$ cat config.mk
export PLATFORM = sky130hd
export DESIGN_NAME = fifo_wr_arbiter
export DESIGN_NICKNAME = d
export VERILOG_FILES = /design/src/rtl/fifo_arb_pkg.sv /design/src/rtl/fifo_wr_arbiter_rr_picker.sv /design/src/rtl/fifo_wr_arbiter.sv
export SDC_FILE = /design/constraint.sdc
export NUM_CORES = 1
export LEC_CHECK = 0
export ABC_AREA = 1
export BUFFER_PORTS_ARGS = -buffer_cell sky130_fd_sc_hd__clkbuf_2
export CELL_PAD_IN_SITES_DETAIL_PLACEMENT = 0
export CELL_PAD_IN_SITES_GLOBAL_PLACEMENT = 1
export CORE_MARGIN = 10
export CORE_UTILIZATION = 34
export CTS_BUF_LIST = sky130_fd_sc_hd__clkbuf_8
export DETAILED_ROUTE_END_ITERATION = 16
export HOLD_SLACK_MARGIN = 0.03
export PLACE_DENSITY = 0.79
export SETUP_SLACK_MARGIN = 0.05
export SYNTH_ARGS = -nofsm -noshare
export SYNTH_HDL_FRONTEND = slang
export SYNTH_SLANG_ARGS = --single-unit
$ cat constraint.sdc
create_clock -name CLOCK -period 2.7 [get_ports CLOCK]
set_input_delay 0.54 -clock CLOCK [delete_from_list [all_inputs] [get_ports CLOCK]]
set_output_delay 0.54 -clock CLOCK [all_outputs]
set_load 0.02 [all_outputs]
$ cat src/rtl/fifo_arb_pkg.sv
// fifo_arb_pkg: shared types, defaults and helpers for the FIFO write arbiter
package fifo_arb_pkg;
   typedef enum logic [1:0] {ST_IDLE, ST_BURST, ST_STALL} arb_state_t;
   localparam int DEF_FIFO_DEPTH = 32;
   localparam int MAX_REQ = 8;
   function automatic logic [MAX_REQ-1:0] onehot(input logic [2:0] idx);
      return MAX_REQ'(1) << idx;
   endfunction
endpackage

$ cat src/rtl/fifo_wr_arbiter_rr_picker.sv
// rr_picker: round-robin pick of the first requester at or after i_ptr, wrapping
//   i_req   requester vector
//   i_ptr   highest-priority index
//   o_valid any requester present
//   o_idx   chosen requester index
module rr_picker #(
   parameter int NREQ = 4,
   parameter int IW = $clog2(NREQ)
) (
   input  logic [NREQ-1:0] i_req,
   input  logic [IW-1:0]   i_ptr,
   output logic            o_valid,
   output logic [IW-1:0]   o_idx
);
   logic [2*NREQ-1:0] w_dbl;
   logic [IW:0]       w_j;
   assign w_dbl = {i_req, i_req};
   // scanning the doubled vector from i_ptr upward gives the wrap for free;
   // descending loop lets the lowest offset win
   always_comb begin
      o_valid = 1'b0;
      o_idx = '0;
      w_j = '0;
      for (int i = NREQ - 1; i >= 0; i--) begin
         w_j = {1'b0, i_ptr} + (IW+1)'(i);
         if (w_dbl[w_j]) begin
            o_valid = 1'b1;
            o_idx = (w_j >= (IW+1)'(NREQ)) ? IW'(w_j - (IW+1)'(NREQ)) : IW'(w_j);
         end
      end
   end
endmodule

$ cat src/rtl/fifo_wr_arbiter.sv
// fifo_wr_arbiter: round-robin, burst-limited sharing of one FIFO write port
//   CLOCK, RESET        clock, synchronous active-high reset
//   REQ/DATA/ACK        per-producer valid, packed words, combinational accept
//   GNT                 registered one-hot owner, zero when idle
//   F_FULL_N, USE_DW    FIFO not-full flag and occupancy
//   WRITE, DATA_IN      registered FIFO write strobe and data
module fifo_wr_arbiter
   import fifo_arb_pkg::*;
#(
   parameter int NREQ = 4,
   parameter int DW = 8,
   parameter int FIFO_DEPTH = DEF_FIFO_DEPTH,
   parameter int MAX_BURST = 4
) (
   input  logic                          CLOCK,
   input  logic                          RESET,
   input  logic [NREQ-1:0]               REQ,
   input  logic [NREQ*DW-1:0]            DATA,
   output logic [NREQ-1:0]               ACK,
   output logic [NREQ-1:0]               GNT,
   input  logic                          F_FULL_N,
   input  logic [$clog2(FIFO_DEPTH)-1:0] USE_DW,
   output logic                          WRITE,
   output logic [DW-1:0]                 DATA_IN
);
   localparam int IW = $clog2(NREQ);
   localparam int UW = $clog2(FIFO_DEPTH);
   arb_state_t      r_state, w_state_nxt;
   logic [IW-1:0]   r_idx, r_ptr, w_pick_idx;
   logic [3:0]      r_cnt;
   logic [NREQ-1:0] r_gnt;
   logic            r_write;
   logic [DW-1:0]   r_data_in;
   logic [DW-1:0]   w_words [NREQ];
   logic            w_pick_valid, w_space_ok, w_req_g, w_accept, w_last, w_release, w_grant;
   for (genvar k = 0; k < NREQ; k++) begin : g_words
      assign w_words[k] = DATA[k*DW +: DW];
   end
   rr_picker #(.NREQ(NREQ), .IW(IW)) u_pick (
      .i_req(REQ),
      .i_ptr(r_ptr),
      .o_valid(w_pick_valid),
      .o_idx(w_pick_idx)
   );
   // the write already in flight has not reached USE_DW yet, so count it as occupied
   assign w_space_ok = F_FULL_N &
      (({1'b0, USE_DW} + {{UW{1'b0}}, r_write}) < (UW+1)'(FIFO_DEPTH - 1));
   assign w_req_g  = REQ[r_idx];
   assign w_accept = (r_state == ST_BURST) & w_req_g & w_space_ok;
   assign w_last   = (r_cnt + 4'd1) == 4'(MAX_BURST);
   assign ACK      = w_accept ? r_gnt : '0;
   assign GNT      = r_gnt;
   assign WRITE    = r_write;
   assign DATA_IN  = r_data_in;
   always_comb begin
      w_state_nxt = r_state;
      w_release = 1'b0;
      w_grant = 1'b0;
      case (r_state)
         ST_IDLE: begin
            w_grant = w_pick_valid;
            w_state_nxt = w_pick_valid ? ST_BURST : ST_IDLE;
         end
         ST_BURST: begin
            w_release = (w_accept & w_last) | ~w_req_g;
            w_state_nxt = w_release ? ST_IDLE : (w_space_ok ? ST_BURST : ST_STALL);
         end
         ST_STALL: begin
            w_release = ~w_req_g;
            w_state_nxt = w_release ? ST_IDLE : (w_space_ok ? ST_BURST : ST_STALL);
         end
         default: w_state_nxt = ST_IDLE;
      endcase
   end
   always_ff @(posedge CLOCK) begin
      if (RESET) begin
         r_state <= ST_IDLE;
         r_idx <= '0;
         r_ptr <= '0;
         r_cnt <= '0;
         r_gnt <= '0;
         r_write <= 1'b0;
         r_data_in <= '0;
      end else begin
         r_state <= w_state_nxt;
         r_write <= w_accept;
         if (w_accept) r_data_in <= w_words[r_idx];
         if (w_accept) r_cnt <= r_cnt + 4'd1;
         if (w_grant) begin
            r_idx <= w_pick_idx;
            r_gnt <= NREQ'(onehot(3'(w_pick_idx)));
            r_cnt <= '0;
         end
         if (w_release) begin
            r_gnt <= '0;
            r_ptr <= (r_idx == IW'(NREQ - 1)) ? '0 : r_idx + IW'(1);
         end
      end
   end
endmodule
==> impl_metrics.tcl <==
set metrics [dict create \
    finalPower_mw 1.03 \
    cts_resized 0 \
    wl_met1_mm 2.12 \
    start_kind "input pin" \
    cts_tree "done" \
    status "finished clean" \
    grt_max_degree 21 \
    r2r_slack_ps 680 \
    min-delay-start "r_cnt[3]" \
    rsz0062_at_grt "false" \
    worstPathArrival_ps 1830 \
    start_util 0.358 \
    place_area_sq_um 1910 \
    wl_mm 4.40 \
    drt-vias-per-instance 4.64 \
    nFillCells 493 \
    routed.top_layer "met4" \
    detail-route-antenna-nets 0 \
    grt_pass1_vias 1625 \
    synth_simple_gate_area_frac 0.351 \
    grt_pass1_wl_mm 7.30 \
    cts_buffers 3 \
    io_buffers 60 \
    design_area_sq_um 1950 \
    place_congestion 0.774 \
    die_w_um 88.4 \
    path_cells "clkbuf_2 -> ha_1 -> ha_1 -> inv_1 -> nor2_1 -> nand2_1 -> nor2_1 -> nor2_2 -> nand2_2 -> nor2_1 -> clkbuf_2" \
    drt_pass1_iterations 4 \
    clockRootBuffer "clkbuf_8" \
    fmax_ghz 0.421 \
    cts.clk_slew.worst_paths_ps 80 \
    dp_slack_ps 309 \
    setup_ws_ps 325 \
    wl_met3_um 341 \
    synth_cell_type_count 27 \
    vias 1679 \
    power.density_nw_per_um2 527 \
    core_area_sq_um 4440 \
    track_usage 0.114 \
    whs_endpoint "r_cnt[3]" \
    insertion_delay_ps 260 \
    drt_iter0_drc 48 \
    dieArea_sq_um 7820 \
    synth_top_family_by_area "simple AND/OR/NAND/NOR gates" \
    final_cells 362 \
    yosys.area_share.adder 0.0786 \
    yosysWarnings 0 \
    path_buf_inv 3 \
    slowest_stage "ha_1" \
    p_leak_nw 1.01 \
    antenna_found_initial 0 \
    worstMarginPinSlew_ps 412 \
    wl_per_cell_um 12.1 \
    cts_buffer_depth 2 \
    synth_xor_area_frac 0.0110 \
    final_hold_viol_count 0 \
    r2r_start "WRITE" \
    reg2reg_depth 12 \
    wl_met2_mm 1.92 \
    syn_to_final_growth_pct 22.8 \
    nets 365 \
    cp_top_family "simple AND/OR/NAND/NOR gates" \
    post_cts_buffers 0 \
    crit_path_frequent_cell "nor2_1" \
    synth-compound-area-share 0.166 \
    hold_path_class "flip-flop to flip-flop" \
    cpPeakStageDelay_ps 270 \
    overflow 0 \
    rows 24 \
    r2r-end "r_cnt[3]" \
    period_minus_slack_ps 2370 \
    synth_mux_area_frac 0 \
    synth_nets 307 \
    crit_path_start "USE_DW[0]" \
    cp.required_ps 2160 \
    worstSetupPathType "input pin to output pin" \
    setup_viol 0 \
    crit_path_max_fanout 5 \
    ioPinCount 61 \
    ir_drop_mv 0.207 \
    timing.final.crit_share 0.879 \
    hpwl_mm 3.50 \
    post-place-cells 358 \
    die_h_um 88.4 \
    cap_violations 0 \
    n_antenna_cell 0 \
    maxSlewHeadroom 0.725 \
    syn_area_sq_um 1590 \
    avgSynthCellArea_sq_um 6.29 \
    synth-seq-cells 23 \
    critPathCaptureType "output pin" \
    cts.sinks 23 \
    synthCells 253 \
    htreeDepth 1 \
    final_max_slew_viol_count 0 \
    drive_above_1_share 0.252 \
    finClkSkew_ps 2.16 \
    cts_hold_buf 0 \
    tns_ps 0 \
    drcViolationCount 0 \
    whs_path_depth 2 \
    ys_seq_area_frac 0.289 \
]
-- metal layers --
| metal | vias up | GRT usage |
|---|---|---|
| li1 | 926 | - |
| met1 | 719 | 0.139 |
| met2 | 32 | 0.184 |
| met3 | 2 | 0.0460 |
| met4 | 0 | 0.0264 |
| met5 | - | 0 |
-- cell type report --
type | count | area, sq um | share of cell area
Multi-Input combinational cell | 194 | 966 | 0.494
Sequential cell | 23 | 460 | 0.236
Timing Repair Buffer | 62 | 315 | 0.161
Inverter | 27 | 101 | 0.0519
Tap cell | 52 | 65.1 | 0.0333
Clock buffer | 3 | 41.3 | 0.0211
Clock inverter | 1 | 5.00 | 0.00256
-- cell usage after synthesis --
cell / n / area, sq um
nand4_1: 2 / 12.5
and2_1: 1 / 6.26
o21ai_1: 3 / 15.0
a21oi_1: 11 / 55.1
or2_0: 1 / 6.26
ha_1: 10 / 125
nand2_2: 3 / 18.8
buf_6: 3 / 33.8
nand3_2: 2 / 20.0
a2111oi_0: 1 / 8.76
or2_2: 2 / 12.5
buf_2: 3 / 15.0
clkbuf_1: 2 / 7.51
xnor2_1: 1 / 8.76
nor2_2: 1 / 6.26
nand2_1: 54 / 203
inv_2: 3 / 11.3
o21ai_0: 27 / 135
inv_1: 24 / 90.1
nand3_1: 12 / 60.1
nor2_1: 52 / 195
buf_4: 1 / 7.51
xor2_1: 1 / 8.76
nand3b_1: 1 / 7.51
o22ai_1: 8 / 50.1
nor2_4: 1 / 11.3
dfxtp_1: 23 / 460
-- worst max-delay path by stage --
stage / slack (ps) / end / cells after the start
floorplan: 240 / ACK[0] / 11
global placement: 340 / ACK[0] / 11
detailed placement: 310 / ACK[2] / 11
CTS: 310 / ACK[2] / 11
global route: 190 / ACK[2] / 11
finish: 330 / ACK[2] / 11
-- state kept, by name (all words and copies together) (netlist names) --
signal	flops
DATA_IN	8
GNT	4
WRITE	1
r_cnt	4
r_idx	2
r_ptr	2
r_state	2
-- where the power goes --
group	total (mW)	switching, mW	internal [mW]	leakage [nW]
combinational	0.406	0.258	0.149	0.793
clock	0.218	0.115	0.103	0.0255
sequential	0.406	0.0324	0.374	0.187
total	1.03	0.405	0.626	1.01
-- tightest hold or removal path: cells and delay by family, from the launching register on --
kind,cells,cell delay [ps]
AO/OA/AOI/OAI,1,60
flip-flops,1,320
AND/OR/NAND/NOR,1,60
-- cell usage in the layout (no fill, tap or decap), drive strengths merged --
cell / n
xnor2: 1
ha: 10
clkbuf: 63
inv: 27
buf: 2
nand3: 14
nand3b: 1
a21oi: 11
clkinv: 1
a2111oi: 1
nand2: 57
o22ai: 8
o21ai: 30
xor2: 1
or2: 3
and2: 1
nor2: 54
dfxtp: 23
nand4: 2
-- logic make-up (layout without fill, tap and decap cells) --
logic type                 Yosys count  in the layout
and+or+nand+nor                    132            132
AOI/OAI and AO/OA                   50             50
buffers and inverters               36             93
DFF                                 23             23
adders and majority gates           10             10
xor gates and xnor gates             2              2
-- per-stage QoR --
step	hold WS, ps	util
after CTS	490	0.440
after global placement	462	0.429
after floorplan	456	-
after detailed placement	475	0.429
after global routing	502	0.440
final	484	0.440
(Power assumes the default switching activity.)
